File: src/rtl/serial_word_queue.sv
// Serial-in/serial-out word queue: bit deserialiser -> DEPTH-entry circular FIFO -> MSB-first serialiser.
// Optional even parity on both serial sides is enabled by defining the macro PARITY_EN.
`timescale 1ns/1ps
module serial_word_queue #(
   parameter int  WORD_W = 8,
   parameter int  DEPTH  = 8,
   localparam int CNT_W  = $clog2(DEPTH+1)
) (
   input  logic             clock_1MHz,
   input  logic             rst,
   input  logic             data_in,
   input  logic             write_in,
   input  logic             enqueue_in,
   input  logic             dequeue_in,
   output logic             status_out,
   output logic             data_out,
   output logic             data_valid_out,
   output logic [CNT_W-1:0] len_out,
   output logic             full_out,
   output logic             empty_out,
   output logic             overflow_out,
   output logic             parity_err_out
);

`ifdef PARITY_EN
   localparam int PAR_W = 1;
`else
   localparam int PAR_W = 0;
`endif
   localparam int FRAME_W = WORD_W + PAR_W;
   localparam int BC_W    = $clog2(FRAME_W+1);
   localparam int PTR_W   = $clog2(DEPTH);
   localparam logic [BC_W-1:0]  LAST_BIT = BC_W'(FRAME_W-1);
   localparam logic [PTR_W-1:0] PTR_LAST = PTR_W'(DEPTH-1);
   localparam logic [CNT_W-1:0] LEN_FULL = CNT_W'(DEPTH);

   typedef enum logic {RX_COLLECT, RX_HOLD} rx_state_t;
   typedef enum logic {TX_IDLE, TX_SHIFT}   tx_state_t;

   rx_state_t          rx_state_q, rx_state_d;
   tx_state_t          tx_state_q, tx_state_d;
   logic [FRAME_W-1:0] rx_sr_q, rx_sr_d;
   logic [BC_W-1:0]    rx_cnt_q, rx_cnt_d;
   logic [FRAME_W-1:0] tx_sr_q, tx_sr_d;
   logic [BC_W-1:0]    tx_cnt_q, tx_cnt_d;
   logic [PTR_W-1:0]   wr_ptr_q, wr_ptr_d, rd_ptr_q, rd_ptr_d;
   logic [CNT_W-1:0]   len_q, len_d;
   logic               full_q, empty_q, ovf_q, ovf_d, perr_q, perr_d;
   logic [WORD_W-1:0]  mem [DEPTH];
   logic               push, pop;
   logic [FRAME_W-1:0] rx_frame;
   logic [WORD_W-1:0]  rx_word, head_word;

   always_comb begin
      rx_frame   = {rx_sr_q[FRAME_W-2:0], data_in};
      rx_word    = rx_sr_q[FRAME_W-1 -: WORD_W];
      head_word  = mem[rd_ptr_q];
      // A pop frees a slot on the same edge, so a full queue still accepts a push alongside it.
      pop        = dequeue_in && !empty_q && (tx_state_q == TX_IDLE);
      push       = enqueue_in && (rx_state_q == RX_HOLD) && (!full_q || pop);

      rx_state_d = rx_state_q;
      rx_sr_d    = rx_sr_q;
      rx_cnt_d   = rx_cnt_q;
      ovf_d      = ovf_q;
      perr_d     = 1'b0;
      case (rx_state_q)
         RX_COLLECT: begin
            if (write_in) begin
               rx_sr_d = rx_frame;
               if (rx_cnt_q == LAST_BIT) begin
                  rx_cnt_d = '0;
`ifdef PARITY_EN
                  if (^rx_frame) perr_d = 1'b1;
                  else           rx_state_d = RX_HOLD;
`else
                  rx_state_d = RX_HOLD;
`endif
               end else begin
                  rx_cnt_d = rx_cnt_q + 1'b1;
               end
            end
         end
         RX_HOLD: begin
            if (push)            rx_state_d = RX_COLLECT;
            else if (enqueue_in) ovf_d      = 1'b1;
         end
         default: rx_state_d = RX_COLLECT;
      endcase

      tx_state_d = tx_state_q;
      tx_sr_d    = tx_sr_q;
      tx_cnt_d   = tx_cnt_q;
      case (tx_state_q)
         TX_IDLE: begin
            if (pop) begin
`ifdef PARITY_EN
               tx_sr_d = {head_word, ^head_word};
`else
               tx_sr_d = head_word;
`endif
               tx_cnt_d   = '0;
               tx_state_d = TX_SHIFT;
            end
         end
         TX_SHIFT: begin
            // Zero-fill so the shifter is empty (data_out low) once the last bit is out.
            tx_sr_d = {tx_sr_q[FRAME_W-2:0], 1'b0};
            if (tx_cnt_q == LAST_BIT) tx_state_d = TX_IDLE;
            else                      tx_cnt_d   = tx_cnt_q + 1'b1;
         end
         default: tx_state_d = TX_IDLE;
      endcase

      wr_ptr_d = wr_ptr_q;
      rd_ptr_d = rd_ptr_q;
      if (push) wr_ptr_d = (wr_ptr_q == PTR_LAST) ? '0 : wr_ptr_q + 1'b1;
      if (pop)  rd_ptr_d = (rd_ptr_q == PTR_LAST) ? '0 : rd_ptr_q + 1'b1;
      case ({push, pop})
         2'b10:   len_d = len_q + 1'b1;
         2'b01:   len_d = len_q - 1'b1;
         default: len_d = len_q;
      endcase
   end

   always_ff @(posedge clock_1MHz or posedge rst) begin
      if (rst) begin
         rx_state_q <= RX_COLLECT;
         tx_state_q <= TX_IDLE;
         rx_sr_q    <= '0;
         rx_cnt_q   <= '0;
         tx_sr_q    <= '0;
         tx_cnt_q   <= '0;
         wr_ptr_q   <= '0;
         rd_ptr_q   <= '0;
         len_q      <= '0;
         full_q     <= 1'b0;
         empty_q    <= 1'b1;
         ovf_q      <= 1'b0;
         perr_q     <= 1'b0;
      end else begin
         rx_state_q <= rx_state_d;
         tx_state_q <= tx_state_d;
         rx_sr_q    <= rx_sr_d;
         rx_cnt_q   <= rx_cnt_d;
         tx_sr_q    <= tx_sr_d;
         tx_cnt_q   <= tx_cnt_d;
         wr_ptr_q   <= wr_ptr_d;
         rd_ptr_q   <= rd_ptr_d;
         len_q      <= len_d;
         full_q     <= (len_d == LEN_FULL);
         empty_q    <= (len_d == '0);
         ovf_q      <= ovf_d;
         perr_q     <= perr_d;
      end
   end

   always_ff @(posedge clock_1MHz) begin
      if (push) mem[wr_ptr_q] <= rx_word;
   end

   assign status_out     = (rx_state_q == RX_COLLECT);
   assign data_valid_out = (tx_state_q == TX_SHIFT);
   assign data_out       = tx_sr_q[FRAME_W-1] & data_valid_out;
   assign len_out        = len_q;
   assign full_out       = full_q;
   assign empty_out      = empty_q;
   assign overflow_out   = ovf_q;
   assign parity_err_out = perr_q;

endmodule

File: config.mk
export PLATFORM = sky130hd
export DESIGN_NAME = serial_word_queue
export DESIGN_NICKNAME = d
export VERILOG_FILES = /design/src/rtl/serial_word_queue.sv
export SDC_FILE = /design/constraint.sdc
export NUM_CORES = 1
export LEC_CHECK = 0
export BUFFER_PORTS_ARGS = -buffer_cell sky130_fd_sc_hd__buf_2
export CAP_MARGIN = 5
export CORE_MARGIN = 1.5
export CORE_UTILIZATION = 40
export DETAILED_ROUTE_END_ITERATION = 6
export SYNTH_ARGS = -nofsm -noshare
export SYNTH_HDL_FRONTEND = slang
export SYNTH_SLANG_ARGS = --single-unit
File: constraint.sdc
create_clock -name clock_1MHz -period 2.5 [get_ports clock_1MHz]
set_input_delay 0.125 -clock clock_1MHz [delete_from_list [all_inputs] [get_ports clock_1MHz]]
set_output_delay 0.125 -clock clock_1MHz [all_outputs]
set_load 0.05 [all_outputs]
After elaboration in Yosys (flattened, before gate mapping)
Memories as Yosys holds them, arrays and structs flattened.
Index checks and enable logic that the tools add are counted.
{"block": "word_totals", "output_inout_bits": 11, "mem_bits_rw": 64, "mem_count": 1, "regBits": 39, "input_bits": 6, "elab_cells": 61}
{"name": "mem", "words": 8, "word_bits": 8, "rd": 1, "rd_ports_with_merged_regs": 0, "write_ports": 1, "line_no": "49", "source": "logic [WORD_W-1:0] mem [DEPTH];"}
{"block": "classes", "n_mux": 18, "eq_ne": 9, "bitwise": 4, "n_addsub": 6, "reduce_logical": 11}
{"cell": "4-bit one-hot mux with 2 select lines", "count": 2}
{"cell": "8-bit one-hot mux with 2 select lines", "count": 1}
{"cell": "4-bit by 1-bit adder with 4-bit output, second input constant", "count": 3}
{"cell": "4-bit two-way mux", "count": 3}
{"cell": "4-bit by 3-bit == test with 1-bit output, second input constant", "count": 2}
{"cell": "8-bit two-way mux", "count": 1}
{"cell": "1-bit two-way mux", "count": 7}
{"cell": "3-bit by 1-bit adder with 3-bit output, second input constant", "count": 2}
{"cell": "3-bit == test, second input constant", "count": 2}
{"cell": "3-bit two-way mux", "count": 2}
{"cell": "4-bit == test, second input constant", "count": 1}
{"cell": "1-bit logical AND", "count": 4}
{"cell": "4-bit zero test", "count": 1}
{"cell": "2-bit inequality test, second input constant", "count": 2}
{"cell": "1-bit one-hot mux with 2 select lines", "count": 2}
{"cell": "2-bit AND reduction", "count": 2}
{"cell": "4-bit by 1-bit subtractor with 4-bit output, second input constant", "count": 1}
{"cell": "1-bit inverter", "count": 3}
{"cell": "3-bit AND reduction", "count": 1}
{"cell": "2-bit by 1-bit == test with 1-bit output, second input constant", "count": 1}
{"cell": "2-bit == test, second input constant", "count": 1}
{"cell": "1-bit zero test", "count": 2}
{"cell": "1-bit bitwise AND", "count": 1}
{"cell": "1-bit logical OR", "count": 1}

Depth between registers and ports, before layout
{"block": "logic_depth", "depth_word": 8, "ltp_mapped": 11, "mapped_depth_nobuf": 10}

Worst setup path after synthesis
No wires, ideal clock.
{"block": "synth_timing", "path_kind": "flip-flop to flip-flop", "from": "register tx_state_q (netlist: data_valid_out)", "to": "register empty_q (netlist: empty_out)", "path_slack_ns": -0.380, "n_path_buf": 1, "required_ns": 2.411, "stages_incl_launch_ff": 12, "synth_period_minus_slack_ns": 2.880, "arrival_ns": 2.790, "setup_time_ns": 0.089, "cell_sequence": "dfrtp_1 or3b_1 buf_6 a21oi_4 inv_4 ha_1 xor2_1 ha_1 a21oi_1 xnor2_1 a211o_1 a211oi_1"}
{"block": "synth_via", "elab_chain_len": 7, "word_cells_on_any_way": 8, "classes_between": "2 x eq/ne; 1 x mux; 1 x bitwise; 4 x reduce/logical"}
{"element": "from (decl)", "line_no": "41", "source": "tx_state_t tx_state_q, tx_state_d;"}
{"element": "from (signal assigned)", "line_no": "143", "source": "tx_state_q <= tx_state_d;"}
{"element": "1-bit inverter (*)"}
{"element": "1-bit logical AND (*)", "line_no": "59", "source": "pop = dequeue_in && !empty_q && (tx_state_q == TX_IDLE);"}
{"element": "1-bit logical OR", "line_no": "60", "source": "push = enqueue_in && (rx_state_q == RX_HOLD) && (!full_q || pop);"}
{"element": "1-bit logical AND", "line_no": "60"}
{"element": "2-bit by 1-bit == test with 1-bit output / 2-bit == test (equally long branches)", "line_no": "119", "source": "case ({push, pop})"}
{"element": "4-bit one-hot mux with 2 select lines (*)", "line_no": "119"}
{"element": "4-bit zero test (*)", "line_no": "152", "source": "empty_q <= (len_d == '0);"}
{"element": "to (signal assigned)", "line_no": "152"}
{"element": "to (decl)", "line_no": "48", "source": "logic full_q, empty_q, ovf_q, ovf_d, perr_q, perr_d;"}
Every way passes the cells marked *; elsewhere a longest branch is shown, timed or not.
A chain may end at the register's enable or synchronous reset.

Worst setup path after layout
Ends and elaborated chain as after synthesis.

==> results.toml <==
[placed_design]
portBuffers = 15
hpwl_um = 5050
routabilityCongestion = 0.675
place_inst = 446
post-place-ws_ns = 0.00410

[synthesis]
synth.distinct_cells = 48
syn_area_per_cell_um2 = 14.9
synthArstFlopShare_pct = 37.9
netlist_instances = 291
ys_ff_latch = 103
ys_seq_area_share_pct = 67.1
synthFlopType = "edfxtp_1"
syn_nets = 306
syn_area_um2 = 4320
yosys_warnings = 0
synth_edf_count = 64

[finish]
areaGrowthSynthToFinish_pct = 12.3
mostFrequentLayoutCell = "nand2_1"
regArea_um2 = 2900
finish.utilization_pct = 46.6
drive_gt1_share_pct = 24.1
layout_common_cells = "65 x nand2_1, 64 x edfxtp_1, 37 x dfrtp_1"
final_nets = 338
n_antenna_cell = 0
fillers = 928
multi_input_area_um2 = 1360
fin_cells = 464

[timing]
grt_setup_unrepaired = "true"
min_period_ns = 2.46
hold_viol_final = 0
worst_pin_slew_ns = 0.600
finalSetupViolations = 0
max_freq_mhz = 407
slew_headroom_pct = 60.0
finClkSkew_ns = 0.0100
postLayoutSetupSlackWorst_ns = 0.0435
slew_violations = 0
timing.final.crit_share_pct = 98.3

[grt]
grt_pass1_wl_um = 12800
overflow = 0
antenna_found_initial = 0
first_global_vias = 2412
grt_usage_pct = 15.3
grt_max_degree = 40

[drt]
drtIter0Drc = 129
post_drt_wl_per_cell_um = 17.1
viasPerCell = 5.13
top_layer = "met4"
detail-route-antenna-nets = 0
vias = 2381
drc_errors = 0
dr_wl_met3_um = 273
first_pass_iters = 4
routed_wl_um = 7930
drt-met1-wl_um = 3750
dr_wl_met2_um = 3810

[clock_tree]
clk_path_buf_depth = 2
tritoncts = "done"
cts-root-buf = "clkbuf_8"
cts_setup_buffers = 0
clock-sinks = 103
h-tree-depth = 3
cts.clk_slew.worst_paths_ns = 0.10
clk_latency_ns = 0.37
cts_buffers = 9

[job]
maxCapViolations = 0

[power_and_ir_drop]
power_density_nw_per_um2 = 1120
ir_drop_mv = 0.540
leakagePower_nw = 1.88
p_total_mw = 5.44

[critical_path]
start_kind = "register"
endpoint_kind = "register"
cp_max_fo = 4
criticalPathCategory = "register to register"
arrival_ns = 2.74
rrSetupSlack_ns = 0.04
required_ns = 2.79

[die]
fp.dieH_um = 107
rows = 37
start_util_pct = 41.5
coreArea_um2 = 10400
dieWidth_um = 107
die_area_um2 = 11400
ios = 17

[outcome]
status = "finished, final reports clean"

[hold_path]
hold_class = "primary input to register"
-- stage by stage --
stage	TNS, ns	instance area (um^2)	hold WS (ns)
finish	0	4850	0.0226
detailed placement	0	4650	0.282
CTS	0	4850	0.00301
global placement	0	4650	0.273
floorplan	-0.836	4350	0.230
global route	-0.107	4850	0.0215
-- worst max-delay path, cell delays in order, from the launching register on --
cell and delay (ns):
dfrtp_2 0.41, or3b_4 0.42, a21oi_4 0.20, inv_4 0.06, ha_4 0.18, xor2_1 0.20
ha_2 0.32, o22a_1 0.16, a211o_1 0.25, a211oi_2 0.19
-- report_power, final --
part           internal, mW  switching, mW  leakage, nW
logic                 0.771           1.02        0.718
registers              2.27          0.424         1.08
clock network         0.373          0.587       0.0912
-- per-layer routing --
metal	global-route usage, %	up-vias
li1	-	1133
met1	20.3	1203
met2	24.6	35
met3	3.83	10
met4	5.14	0
met5	0	-
-- cell usage after synthesis, types with 3 or more instances --
cell / count / area, um^2
clkbuf_1: 6 / 22.5
o221ai_1: 7 / 61.3
a21oi_1: 3 / 15.0
nor2b_1: 4 / 25.0
xnor2_1: 3 / 26.3
o21ai_0: 6 / 30.0
nand2_1: 65 / 244
nor3_1: 6 / 30.0
inv_1: 5 / 18.8
a21o_1: 3 / 22.5
mux4_2: 16 / 360
edfxtp_1: 64 / 1920
dfrtp_1: 38 / 951
nand3_1: 3 / 15.0
nand2b_1: 4 / 25.0
ha_1: 9 / 113
mux2i_1: 9 / 90.1
-- area by class of cell --
cell class | count | area share, %
tap | 136 | 3.51
sequential | 103 | 59.7
timing repair buffer | 34 | 4.59
multi-input combinational | 169 | 28.0
inverter | 6 | 0.515
clock buffer | 9 | 2.55
clock inverter | 7 | 1.11
-- final timing paths --
kind | startpoint | end | cells past startpoint
max in group asynchronous | rst | data_valid_out$_DFF_PP0_ | 4
hold / removal | enqueue_in | overflow_out$_DFFE_PP0P_ | 2
min in group asynchronous | rst | full_out$_DFF_PP0_ | 4
setup / recovery | data_valid_out$_DFF_PP0_ | empty_out$_DFF_PP1_ | 9
hold reg to reg | overflow_out$_DFFE_PP0P_ | overflow_out$_DFFE_PP0P_ | 1
setup reg to reg | data_valid_out$_DFF_PP0_ | empty_out$_DFF_PP1_ | 9
-- timing repair --
item | 4_1_cts | 5_1_grt
hold buffers | 2 | 0
endpoints found under the hold margin | 39 | 0
resized for setup | 1 | 1
setup endpoints to repair | 2 | 2
pin swaps | 0 | 2
-- logic make-up (layout without fill, tap and decap cells) --
family | after synthesis | after routing | synth area share, %
DFF | 103 | 103 | 67.1
and+or+nand+nor | 100 | 100 | 11.4
AOI/OAI and AO/OA | 28 | 28 | 4.83
muxes | 26 | 26 | 10.7
buffers and inverters | 19 | 56 | 2.29
adders and majority gates | 9 | 9 | 2.60
xor gates and xnor gates | 5 | 5 | 1.01
other | 1 | 1 | 0.0867
-- sequential cells by signal, summed over array words and instances (netlist names) --
| name | count |
|---|---|
| data_valid_out | 1 |
| tx_cnt_q | 4 |
| rx_cnt_q | 4 |
| wr_ptr_q | 3 |
| len_out | 4 |
| full_out | 1 |
| tx_sr_q | 8 |
| overflow_out | 1 |
| rx_sr_q | 8 |
| mem | 64 |
| rx_state_q | 1 |
| rd_ptr_q | 3 |
| empty_out | 1 |
No activity file was read; power rests on OpenSTA's default activity.
